<file path="src/rtl/stack_engine.sv">
// Byte-wide push/pop stack that grows down, backed by a word-wide memory
// with byte enables and a req/ack handshake that tolerates variable latency.
module stack_engine #(
  parameter int WORD  = 8,
  parameter int LANES = 2,
  parameter int SPW   = 16,
  parameter int AW    = 24,
  parameter int DEPTH = 65535
) (
  input  logic                  clk,
  input  logic                  rst,
  input  logic                  push,
  input  logic                  pop,
  input  logic [WORD-1:0]       din,
  output logic                  ready,
  output logic [WORD-1:0]       dout,
  output logic                  dout_valid,
  output logic [SPW-1:0]        sp,
  output logic                  empty,
  output logic                  full,
  output logic                  overflow,
  output logic                  underflow,
  input  logic                  clear_err,
  output logic                  mem_req,
  output logic                  mem_we,
  output logic [LANES-1:0]      mem_be,
  output logic [AW-1:0]         mem_addr,
  output logic [LANES*WORD-1:0] mem_wdata,
  input  logic [LANES*WORD-1:0] mem_rdata,
  input  logic                  mem_ack
);

  localparam int LB  = $clog2(LANES);
  localparam int LBW = (LB > 0) ? LB : 1;
  localparam logic [SPW-1:0] SP_TOP  = '1;
  localparam logic [SPW-1:0] DEPTH_V = SPW'(DEPTH);

  typedef enum logic [1:0] {IDLE, WR, RD} state_t;

  state_t         state;
  logic [LBW-1:0] lane;
  logic [SPW-1:0] sp_up;

  // The upper address bits above the slot's word index are tied high.
  function automatic logic [AW-1:0] slot_addr(input logic [SPW-1:0] s);
    logic [AW-1:0] a;
    a = '1;
    a[SPW-LB-1:0] = s[SPW-1:LB];
    return a;
  endfunction

  function automatic logic [LBW-1:0] slot_lane(input logic [SPW-1:0] s);
    return (LB > 0) ? s[LBW-1:0] : '0;
  endfunction

  function automatic logic [LANES-1:0] lane_onehot(input logic [LBW-1:0] k);
    logic [LANES-1:0] b;
    for (int i = 0; i < LANES; i++) b[i] = (k == LBW'(i));
    return b;
  endfunction

  // Lane 0 sits in the most significant slice of the memory word.
  function automatic logic [WORD-1:0] lane_data(input logic [LANES*WORD-1:0] w,
                                                 input logic [LBW-1:0] k);
    logic [WORD-1:0] r;
    r = '0;
    for (int i = 0; i < LANES; i++)
      if (k == LBW'(i)) r = w[(LANES-1-i)*WORD +: WORD];
    return r;
  endfunction

  assign sp_up = sp + 1'b1;
  assign ready = (state == IDLE);
  assign empty = (sp == SP_TOP);
  assign full  = ((SP_TOP - sp) == DEPTH_V);

  always_ff @(posedge clk or negedge rst) begin
    if (!rst) begin
      state      <= IDLE;
      sp         <= SP_TOP;
      lane       <= '0;
      dout       <= '0;
      dout_valid <= 1'b0;
      overflow   <= 1'b0;
      underflow  <= 1'b0;
      mem_req    <= 1'b0;
      mem_we     <= 1'b0;
      mem_be     <= '0;
      mem_addr   <= '0;
      mem_wdata  <= '0;
    end else begin
      dout_valid <= 1'b0;
      // Error sets below come later in this block, so they win over clear.
      if (clear_err) begin
        overflow  <= 1'b0;
        underflow <= 1'b0;
      end
      case (state)
        IDLE: begin
          if (push && pop && !empty) begin
            mem_req   <= 1'b1;
            mem_we    <= 1'b1;
            mem_addr  <= slot_addr(sp_up);
            mem_be    <= lane_onehot(slot_lane(sp_up));
            mem_wdata <= {LANES{din}};
            state     <= WR;
          end else if (push) begin
            if (full) begin
              overflow <= 1'b1;
            end else begin
              sp        <= sp - 1'b1;
              mem_req   <= 1'b1;
              mem_we    <= 1'b1;
              mem_addr  <= slot_addr(sp);
              mem_be    <= lane_onehot(slot_lane(sp));
              mem_wdata <= {LANES{din}};
              state     <= WR;
            end
          end else if (pop) begin
            if (empty) begin
              underflow <= 1'b1;
            end else begin
              sp       <= sp_up;
              lane     <= slot_lane(sp_up);
              mem_req  <= 1'b1;
              mem_we   <= 1'b0;
              mem_addr <= slot_addr(sp_up);
              mem_be   <= '1;
              state    <= RD;
            end
          end
        end
        WR: begin
          if (mem_ack) begin
            mem_req <= 1'b0;
            state   <= IDLE;
          end
        end
        RD: begin
          if (mem_ack) begin
            mem_req    <= 1'b0;
            dout       <= lane_data(mem_rdata, lane);
            dout_valid <= 1'b1;
            state      <= IDLE;
          end
        end
        default: state <= IDLE;
      endcase
    end
  end

endmodule

</file>
<file path="config.mk">
export PLATFORM = sky130hd
export DESIGN_NAME = stack_engine
export DESIGN_NICKNAME = d
export VERILOG_FILES = /design/src/rtl/stack_engine.sv
export SDC_FILE = /design/constraint.sdc
export NUM_CORES = 1
export LEC_CHECK = 0
export BUFFER_PORTS_ARGS = -buffer_cell sky130_fd_sc_hd__buf_4
export CELL_PAD_IN_SITES_DETAIL_PLACEMENT = 1
export CELL_PAD_IN_SITES_GLOBAL_PLACEMENT = 1
export CORE_MARGIN = 2
export CORE_UTILIZATION = 30
export DETAILED_ROUTE_END_ITERATION = 8
export PLACE_DENSITY_LB_ADDON = 0.1
export SLEW_MARGIN = 20
export SYNTH_ARGS = -nofsm -noshare
export SYNTH_HDL_FRONTEND = slang
export SYNTH_SLANG_ARGS = --single-unit
</file>
<file path="constraint.sdc">
create_clock -name clk -period 6.43 [get_ports clk]
set_input_delay 0.9645 -clock clk [delete_from_list [all_inputs] [get_ports clk]]
set_output_delay 0.9645 -clock clk [all_outputs]
set_load 0.01 [all_outputs]
</file>
Word level (Yosys, flattened, before mapping)
Index checks and enable logic that the tools add are counted.
{"block": "classes", "add_sub_neg": 3, "mux": 49, "n_bitwise": 5, "eq_ne": 13, "reduce_logical": 16}
{"op": "$mux W24", "n": 5}
{"op": "$mux W16", "n": 7}
{"op": "$eq A16 B16 Y1 const B", "n": 2}
{"op": "$mux W1", "n": 23}
{"op": "$mux W2", "n": 11}
{"op": "$add A16 B1 Y16 const B", "n": 1}
{"op": "$sub A16 B1 Y16 const B", "n": 1}
{"op": "$sub A16 B16 Y16 const A", "n": 1}
{"op": "$reduce_and A5 Y1", "n": 3}
{"op": "$ne A4 B3 Y1 const B", "n": 3}
{"op": "$mux W8", "n": 1}
{"op": "$reduce_and A4 Y1", "n": 2}
{"op": "$ne A3 B2 Y1 const B", "n": 2}
{"op": "$reduce_bool A2 Y1", "n": 3}
{"op": "$not A1 Y1", "n": 5}
{"op": "$ne A2 B1 Y1 const B", "n": 2}
{"op": "$ne A2 B2 Y1 const B", "n": 2}
{"op": "$pmux W2 S2", "n": 1}
{"op": "$reduce_and A3 Y1", "n": 1}
{"op": "$reduce_bool A3 Y1", "n": 1}
{"op": "$eq A2 B1 Y1 const B", "n": 1}
{"op": "$eq A2 B2 Y1 const B", "n": 1}
{"op": "$logic_and A1 B1 Y1", "n": 2}
{"op": "$logic_not A2 Y1", "n": 1}
{"op": "4 further kinds", "n": 4}
{"block": "word_totals", "elab_cells": 98, "output_inout_bits": 74, "regBits": 74, "input_bits": 30}

Longest topological paths before layout
Gate-level depths: netlist (run 1).
{"block": "depth", "ltp_word": 6, "ltp_mapped": 10, "depth_no_buf": 8}

Worst setup path before layout (run 1)
No wires, ideal clock.
{"block": "synth_timing", "kind": "reg2out", "start": "register sp[0]", "end": "output empty", "arrival_time_ps": 1782, "required_ps": 5465, "path_buffers": 1, "path_slack_ps": 3684, "stages_incl_launch_ff": 6, "path_cell_list": "dfstp_2 > ha_1 > nand4_1 > or4_1 > clkbuf_1 > inv_1"}
{"block": "synth_via", "elab_chain_len": 1}
{"element": "start: declaration", "line_no": "18", "text": "output logic [SPW-1:0] sp,"}
{"element": "start signal: assignment", "line_no": "111", "text": "sp <= sp - 1'b1;"}
{"element": "start signal: assignment", "line_no": "123", "text": "sp <= sp_up;"}
{"element": "$eq A16 B16 Y1", "line_no": "74", "text": "assign empty = (sp == SP_TOP);"}
{"element": "end: declaration", "line_no": "19", "text": "output logic empty,"}
Every way passes these cells.

Worst setup path in the final report (run 1)
{"block": "layout_timing", "start": "register sp[1]", "end": "output empty"}
Same word-level chain as after synthesis.

==> flow_metrics.py, run 1 <==
metrics = {
    "outcome": {
        "status": "finished, final reports clean",
    },
    "setup_path": {
        "arrival_ns": 2.41,
        "crit_required_ns": 5.47,
        "path_cells": "ha_1 -> nand4_1 -> or4_1 -> inv_1 -> buf_4",
        "crit_path_end": "empty",
        "worstSetupPathType": "flip-flop to output pin",
        "critPathLaunch": "sp[1]$_DFFE_PN1P_",
        "slowest_delay_ns": 0.69,
        "r2r-end": "sp[3]$_DFFE_PN1P_",
        "cp.depth": 5,
        "r2r_setup_slack_ns": 3.23,
        "cpMaxStageDelayCell": "or4_1",
        "worstPathMaxFanout": 11,
        "r2r-start": "sp[1]$_DFFE_PN1P_",
        "critPathBufInv": 2,
        "worstSetupEndpointType": "output pin",
        "crit_family": "simple AND/OR/NAND/NOR gates",
        "start_kind": "flip-flop",
        "ff2ff_path_depth": 6,
    },
    "die": {
        "rows": 39,
        "die_w_microns": 111,
        "io_pins": 104,
        "core-area_sq_um": 11300,
        "fp.dieArea_sq_um": 12300,
        "fp.dieH_microns": 111,
        "start_util_pct": 30.4,
    },
    "drt": {
        "vias": 2886,
        "drtPass1Iterations": 4,
        "wire_per_inst_microns": 18.2,
        "drc_errors": 0,
        "wl_microns": 10200,
        "ant_nets": 0,
        "detail_route.vias_per_cell": 5.14,
        "drtIter0Drc": 179,
    },
    "placed_design": {
        "dp_hpwl_microns": 7350,
        "io_buffers": 103,
        "gp_congestion": 0.840,
    },
    "synthesis": {
        "netlist_instances": 338,
        "post_synth_mux_area_share_pct": 11.8,
        "synth_ff_type": "dfrtp_1",
        "synth.lib_cells_used.distinct": 54,
        "synth_edf_count": 0,
        "ys_seq_area_share_pct": 42.8,
        "syn_area_sq_um": 3440,
        "synth_nets": 374,
        "ys_seq_elements": 58,
        "synth_top_family_by_area": "simple AND/OR/NAND/NOR gates",
        "synth-compound-area-share_pct": 13.4,
        "synth-xor-area-share_pct": 6.62,
        "avgSynthCellArea_sq_um": 10.2,
        "async_reset_ff_share_pct": 100,
        "synth_simple_gate_area_share_pct": 14.8,
        "synth_fa_ha_area_share_pct": 2.18,
        "yosys_warnings": 0,
    },
    "global_routing": {
        "antenna_found_initial": 0,
        "grt_max_degree": 59,
        "grt_first_pass_wirelength_microns": 16500,
        "first_global_vias": 2951,
        "gr-total-overflow": 0,
        "grt_usage_pct": 16.8,
    },
    "timing": {
        "fin_crit_ns": 3.37,
        "fin_crit_sh_pct": 52.4,
        "finClkSkew_ns": 0.00723,
        "hold_viol": 0,
        "max_clock_freq_mhz": 297,
        "finalSetupTns_ns": 0,
        "setup_viol": 0,
        "worst_pin_slew_ns": 0.858,
        "rsz0062_at_grt": "no",
        "slew_headroom_pct": 42.7,
        "drv_slew": 0,
    },
    "cts": {
        "post_cts_buffers": 0,
        "cts_tree": "yes",
        "ctsResizeCount": 0,
        "clk_latency_ns": 0.33,
        "path_clk_slew_ns": 0.06,
        "numCtsBuffers": 9,
        "cts_buffer_depth": 2,
        "holdBufCountCts": 0,
        "cts_root_buf": "clkbuf_16",
        "cts_max_level": 3,
        "cts_sinks": 58,
    },
    "final_layout": {
        "finalCoreUtilization_pct": 39.2,
        "area_delta_synth_final_pct": 28.9,
        "drive_above_1_share_pct": 40.1,
        "antennaDiodeCount": 0,
        "fin_nets": 450,
    },
    "pwr": {
        "power.leakage_uw": 0.00202,
        "power.density_nw_per_um2": 491,
        "ir_drop_mv": 0.168,
    },
    "hold_path": {
        "hold_path.class": "flip-flop to flip-flop",
    },
    "run": {
        "drv_cap": 0,
    },
}
-- where the power goes --
group,internal [uW],switching (uW),total [uW]
combinational,494,449,943
clock,269,177,446
sequential,563,224,788
total,1330,850,2180
-- logic make-up (layout without fill, tap and decap cells) --
logic type | after synthesis | count (layout)
compound gates | 67 | 67
xor+xnor | 26 | 26
fa+ha+maj | 6 | 6
buf+inv | 53 | 134
flops | 58 | 58
mux | 35 | 35
simple gates | 93 | 93
-- layer usage --
metal  up-vias  track usage, %  part of all wire [%]
li1       1349               -                     -
met1      1417            22.4                    46
met2       101            27.0                    46
met3        19            3.99                   6.0
met4         0            6.01                   1.6
met5         -               0                     0
-- sequential cells by signal (all words and copies together), names as in the netlist --
name and cells:
mem_req 1, lane 1, dout_valid 1, sp 16
mem_we 1, underflow 1, mem_be 2, mem_addr 16
overflow 1, mem_wdata 8, state 2, dout 8
-- cells in the final DEF, fill, tap and decap left out, types with 4 or more instances in the layout --
| master | count |
|---|---|
| buf_4 | 104 |
| dfrtp_1 | 42 |
| a21oi_1 | 22 |
| nand2_1 | 20 |
| xor2_1 | 18 |
| nor2_1 | 17 |
| mux2_2 | 17 |
| dfstp_2 | 16 |
| inv_1 | 12 |
| nand3_1 | 11 |
| mux2i_1 | 11 |
| o22ai_1 | 9 |
| clkbuf_16 | 9 |
| nand4_1 | 8 |
| xnor2_1 | 8 |
| mux2_4 | 7 |
| and3_1 | 6 |
| o21ai_0 | 6 |
| a31oi_1 | 6 |
| ha_1 | 6 |
| a211oi_1 | 5 |
| nor3_1 | 5 |
| or4_1 | 4 |
| and2_1 | 4 |
| clkinv_2 | 4 |
| nor4_1 | 4 |
-- metrics by stage --
stage / hold WS, ns / power (uW) / cell area, sq um / cells / setup WS, ns
floorplan: 0.518 / 1350 / 3440 / 338 / 3.68
global placement: 0.466 / 1730 / 4160 / 546 / 3.42
detailed placement: 0.471 / 1750 / 4160 / 546 / 3.26
CTS: 0.484 / 2210 / 4430 / 562 / 3.04
global route: 0.507 / 2330 / 4430 / 562 / 2.92
finish: 0.478 / 2180 / 4430 / 562 / 3.06
-- cells in the mapped netlist (all sizes together) (3+ instances only) --
cell | instances | area share, %
dfrtp | 42 | 31
buf | 26 | 5.5
mux2 | 24 | 8.6
a21oi | 23 | 3.5
nand2 | 21 | 2.8
xor2 | 18 | 4.6
nor2 | 17 | 1.9
dfstp | 16 | 12
clkbuf | 13 | 1.4
inv | 12 | 1.3
mux2i | 11 | 3.2
nand3 | 11 | 1.6
o22ai | 9 | 1.6
nand4 | 8 | 1.5
xnor2 | 8 | 2.0
o21ai | 7 | 1.3
a31oi | 6 | 1.1
and3 | 6 | 1.1
ha | 6 | 2.2
or4 | 6 | 1.5
a211oi | 5 | 1.1
and2 | 5 | 0.91
nor3 | 5 | 0.73
nor4 | 4 | 0.73
a22oi | 3 | 0.65
-- worst min path at each step --
stage,from,slack (ns),to,cells after the start
after global routing,mem_we$_DFFE_PN0P_,0.51,mem_we$_DFFE_PN0P_,1
after CTS,mem_we$_DFFE_PN0P_,0.48,mem_we$_DFFE_PN0P_,1
after detailed placement,mem_we$_DFFE_PN0P_,0.47,mem_we$_DFFE_PN0P_,1
final,mem_we$_DFFE_PN0P_,0.48,mem_we$_DFFE_PN0P_,1
after floorplan,mem_we$_DFFE_PN0P_,0.52,mem_we$_DFFE_PN0P_,1
after global placement,mem_we$_DFFE_PN0P_,0.47,mem_we$_DFFE_PN0P_,1
-- worst register-to-register path, cell delays in order (launching register included) --
cell	delay, ns
dfstp_2	0.63
ha_1	0.29
nand4_1	0.23
o41ai_4	0.70
nor3b_1	0.78
o21ai_0	0.29
xnor2_1	0.20
-- area by class of cell --
cell class	instances	area (sq um)
multi-input cells	227	1680
clock inverters	5	30.0
well taps	143	179
flip-flops and latches	58	1470
fillers	1313	6890
clock buffers	11	243
repair buffers	104	781
inverters	14	53.8
(Power assumes the default switching activity.)
==> run 2, diff against run 1 <==
==> constraint.sdc (replaced) <==
create_clock -name clk -period 3.2 [get_ports clk]
set_input_delay 0.48 -clock clk [delete_from_list [all_inputs] [get_ports clk]]
set_output_delay 0.48 -clock clk [all_outputs]
set_load 0.01 [all_outputs]
==> run 2 against run 1 <==
  * Wire length down 1.4%
  * Final area up 1.2%
  * Worst setup slack worse by 2.7 ns
  * Critical endpoint unchanged
  * Highest routed layer unchanged
==> flow_metrics.py, run 2 (synthesized netlist as in run 1, its figures left out) <==
metrics = {
    "outcome": {
        "status": "finished, final reports clean",
    },
    "placed_design": {
        "pre_cts_ws_ns": 0.491,
        "io_buffers": 103,
        "gp_congestion": 0.816,
        "dp_hpwl_microns": 7340,
        "placed_area_sq_um": 4180,
    },
    "die": {
        "fp.dieH_microns": 111,
        "core-area_sq_um": 11300,
        "die_w_microns": 111,
        "rows": 39,
        "io_pins": 104,
        "fp.dieArea_sq_um": 12300,
        "start_util_pct": 30.4,
    },
    "setup_path": {
        "cpMaxStageDelayCell": "or4_1",
        "slowest_delay_ns": 0.70,
        "start_kind": "flip-flop",
        "critPathBufInv": 2,
        "r2r-start": "sp[1]$_DFFE_PN1P_",
        "arrival_ns": 2.40,
        "r2r_setup_slack_ns": 0.48,
        "worstSetupPathType": "flip-flop to output pin",
        "crit_required_ns": 2.72,
        "worstPathMaxFanout": 11,
        "r2r-end": "sp[8]$_DFFE_PN1P_",
        "ff2ff_path_depth": 8,
        "crit_family": "simple AND/OR/NAND/NOR gates",
        "worstSetupEndpointType": "output pin",
        "path_cells": "ha_1 -> nand4_1 -> or4_1 -> inv_1 -> buf_4",
    },
    "pwr": {
        "swShare_pct": 37.9,
        "p_sw_uw": 1700,
        "sequentialPowerShare_pct": 34.8,
        "ir_drop_mv": 0.403,
        "power.leakage_uw": 0.00206,
        "clkPwrFrac_pct": 21.9,
        "power.density_nw_per_um2": 998,
        "power_frac_comb_pct": 43.3,
        "internal_power_uw": 2780,
    },
    "drt": {
        "wire_per_inst_microns": 17.9,
        "vias": 2844,
        "detail_route.vias_per_cell": 5.03,
        "drc_errors": 0,
        "wl_microns": 10100,
        "ant_nets": 0,
        "drtIter0Drc": 106,
        "drtPass1Iterations": 4,
    },
    "timing": {
        "finalSetupTns_ns": 0,
        "drv_slew": 0,
        "worst_pin_slew_ns": 0.774,
        "fin_crit_sh_pct": 89.9,
        "finClkSkew_ns": 0.00845,
        "hold_viol": 0,
        "setup_viol": 0,
        "slew_headroom_pct": 48.4,
        "final.setup.worst_slack_ns": 0.324,
        "fin_hold_ws_ns": 0.238,
        "max_clock_freq_mhz": 348,
        "fin_crit_ns": 2.88,
        "rsz0062_at_grt": "no",
    },
    "final_layout": {
        "area_delta_synth_final_pct": 30.5,
        "top_regs": "mem_addr x16, sp x16",
        "design_area_sq_um": 4490,
        "drive_above_1_share_pct": 40.8,
        "layout.cells.most_common": "buf_4",
        "n_fill_cell": 1284,
        "antennaDiodeCount": 0,
        "finalCoreUtilization_pct": 39.7,
        "fin_nets": 453,
        "layout_common_cells": "107 x buf_4, 42 x dfrtp_1, 22 x a21oi_1",
    },
    "global_routing": {
        "grt_first_pass_wirelength_microns": 16400,
        "grt_usage_pct": 16.7,
        "first_global_vias": 2970,
        "gr-total-overflow": 0,
        "antenna_found_initial": 0,
        "grt_max_degree": 59,
    },
    "hold_path": {
        "hold_path.class": "primary input to asynchronous set/reset pin",
    },
    "cts": {
        "clk_latency_ns": 0.33,
        "post_cts_buffers": 0,
        "cts_tree": "yes",
        "cts_max_level": 3,
        "cts_root_buf": "clkbuf_16",
        "cts_sinks": 58,
        "cts_buffer_depth": 2,
        "ctsResizeCount": 0,
        "holdBufCountCts": 0,
        "path_clk_slew_ns": 0.05,
        "numCtsBuffers": 9,
    },
    "run": {
        "drv_cap": 0,
    },
}
-- run 2: cell count changes in the layout (fill, tap and decap cells not counted), sizes merged --
cell      delta
buf          +3
bufinv       +1
clkinvlp     -1
-- run 2: routing by layer --
layer / track usage [%] / share of wire, % / vias up
li1: - / - / 1355
met5: 0 / 0 / -
met2: 26.0 / 45 / 98
met3: 4.48 / 5.5 / 7
met4: 4.20 / 0.84 / 0
met1: 23.3 / 48 / 1384
-- run 2: how the worst max path moves through the flow --
stage,from,to,cells past startpoint
floorplan,sp[1]$_DFFE_PN1P_,mem_addr[10]$_DFFE_PN0P_,10
global placement,sp[1]$_DFFE_PN1P_,sp[8]$_DFFE_PN1P_,8
detailed placement,sp[1]$_DFFE_PN1P_,sp[8]$_DFFE_PN1P_,8
CTS,sp[1]$_DFFE_PN1P_,empty,5
global route,sp[1]$_DFFE_PN1P_,empty,5
finish,sp[1]$_DFFE_PN1P_,empty,5
-- run 2: final cells by class --
cell class | count | area, sq um | area share [%]
clock inverters | 5 | 52.6 | 1.17
repair buffers | 107 | 803 | 17.9
inverters | 14 | 53.8 | 1.20
clock buffers | 11 | 253 | 5.63
well taps | 143 | 179 | 3.99
multi-input cells | 227 | 1680 | 37.3
flip-flops and latches | 58 | 1470 | 32.8
-- run 2: power by group through the flow --
stage	logic, uW	clock network [uW]	registers (uW)
finish	1940	981	1560
floorplan	1240	0	1470
detailed placement	1960	0	1570
global route	2110	1050	1630
CTS	1970	1010	1560
global placement	1940	0	1560
-- run 2: worst register-to-register path: cells and delay by family (launching register included) --
| kind | cells | cell delay, ns |
|---|---|---|
| AOI/OAI and AO/OA | 2 | 0.54 |
| and+or+nand+nor | 2 | 0.45 |
| xor gates and xnor gates | 1 | 0.19 |
| DFF | 1 | 0.63 |
| buffers and inverters | 2 | 0.55 |
| adders and majority gates | 1 | 0.27 |
-- run 2: through the flow --
step / total power [uW] / std cells
3_5_place_dp: 3540 / 549
4_1_cts: 4540 / 565
6_report: 4480 / 565
3_3_place_gp: 3500 / 549
2_1_floorplan: 2710 / 338
5_1_grt: 4790 / 565
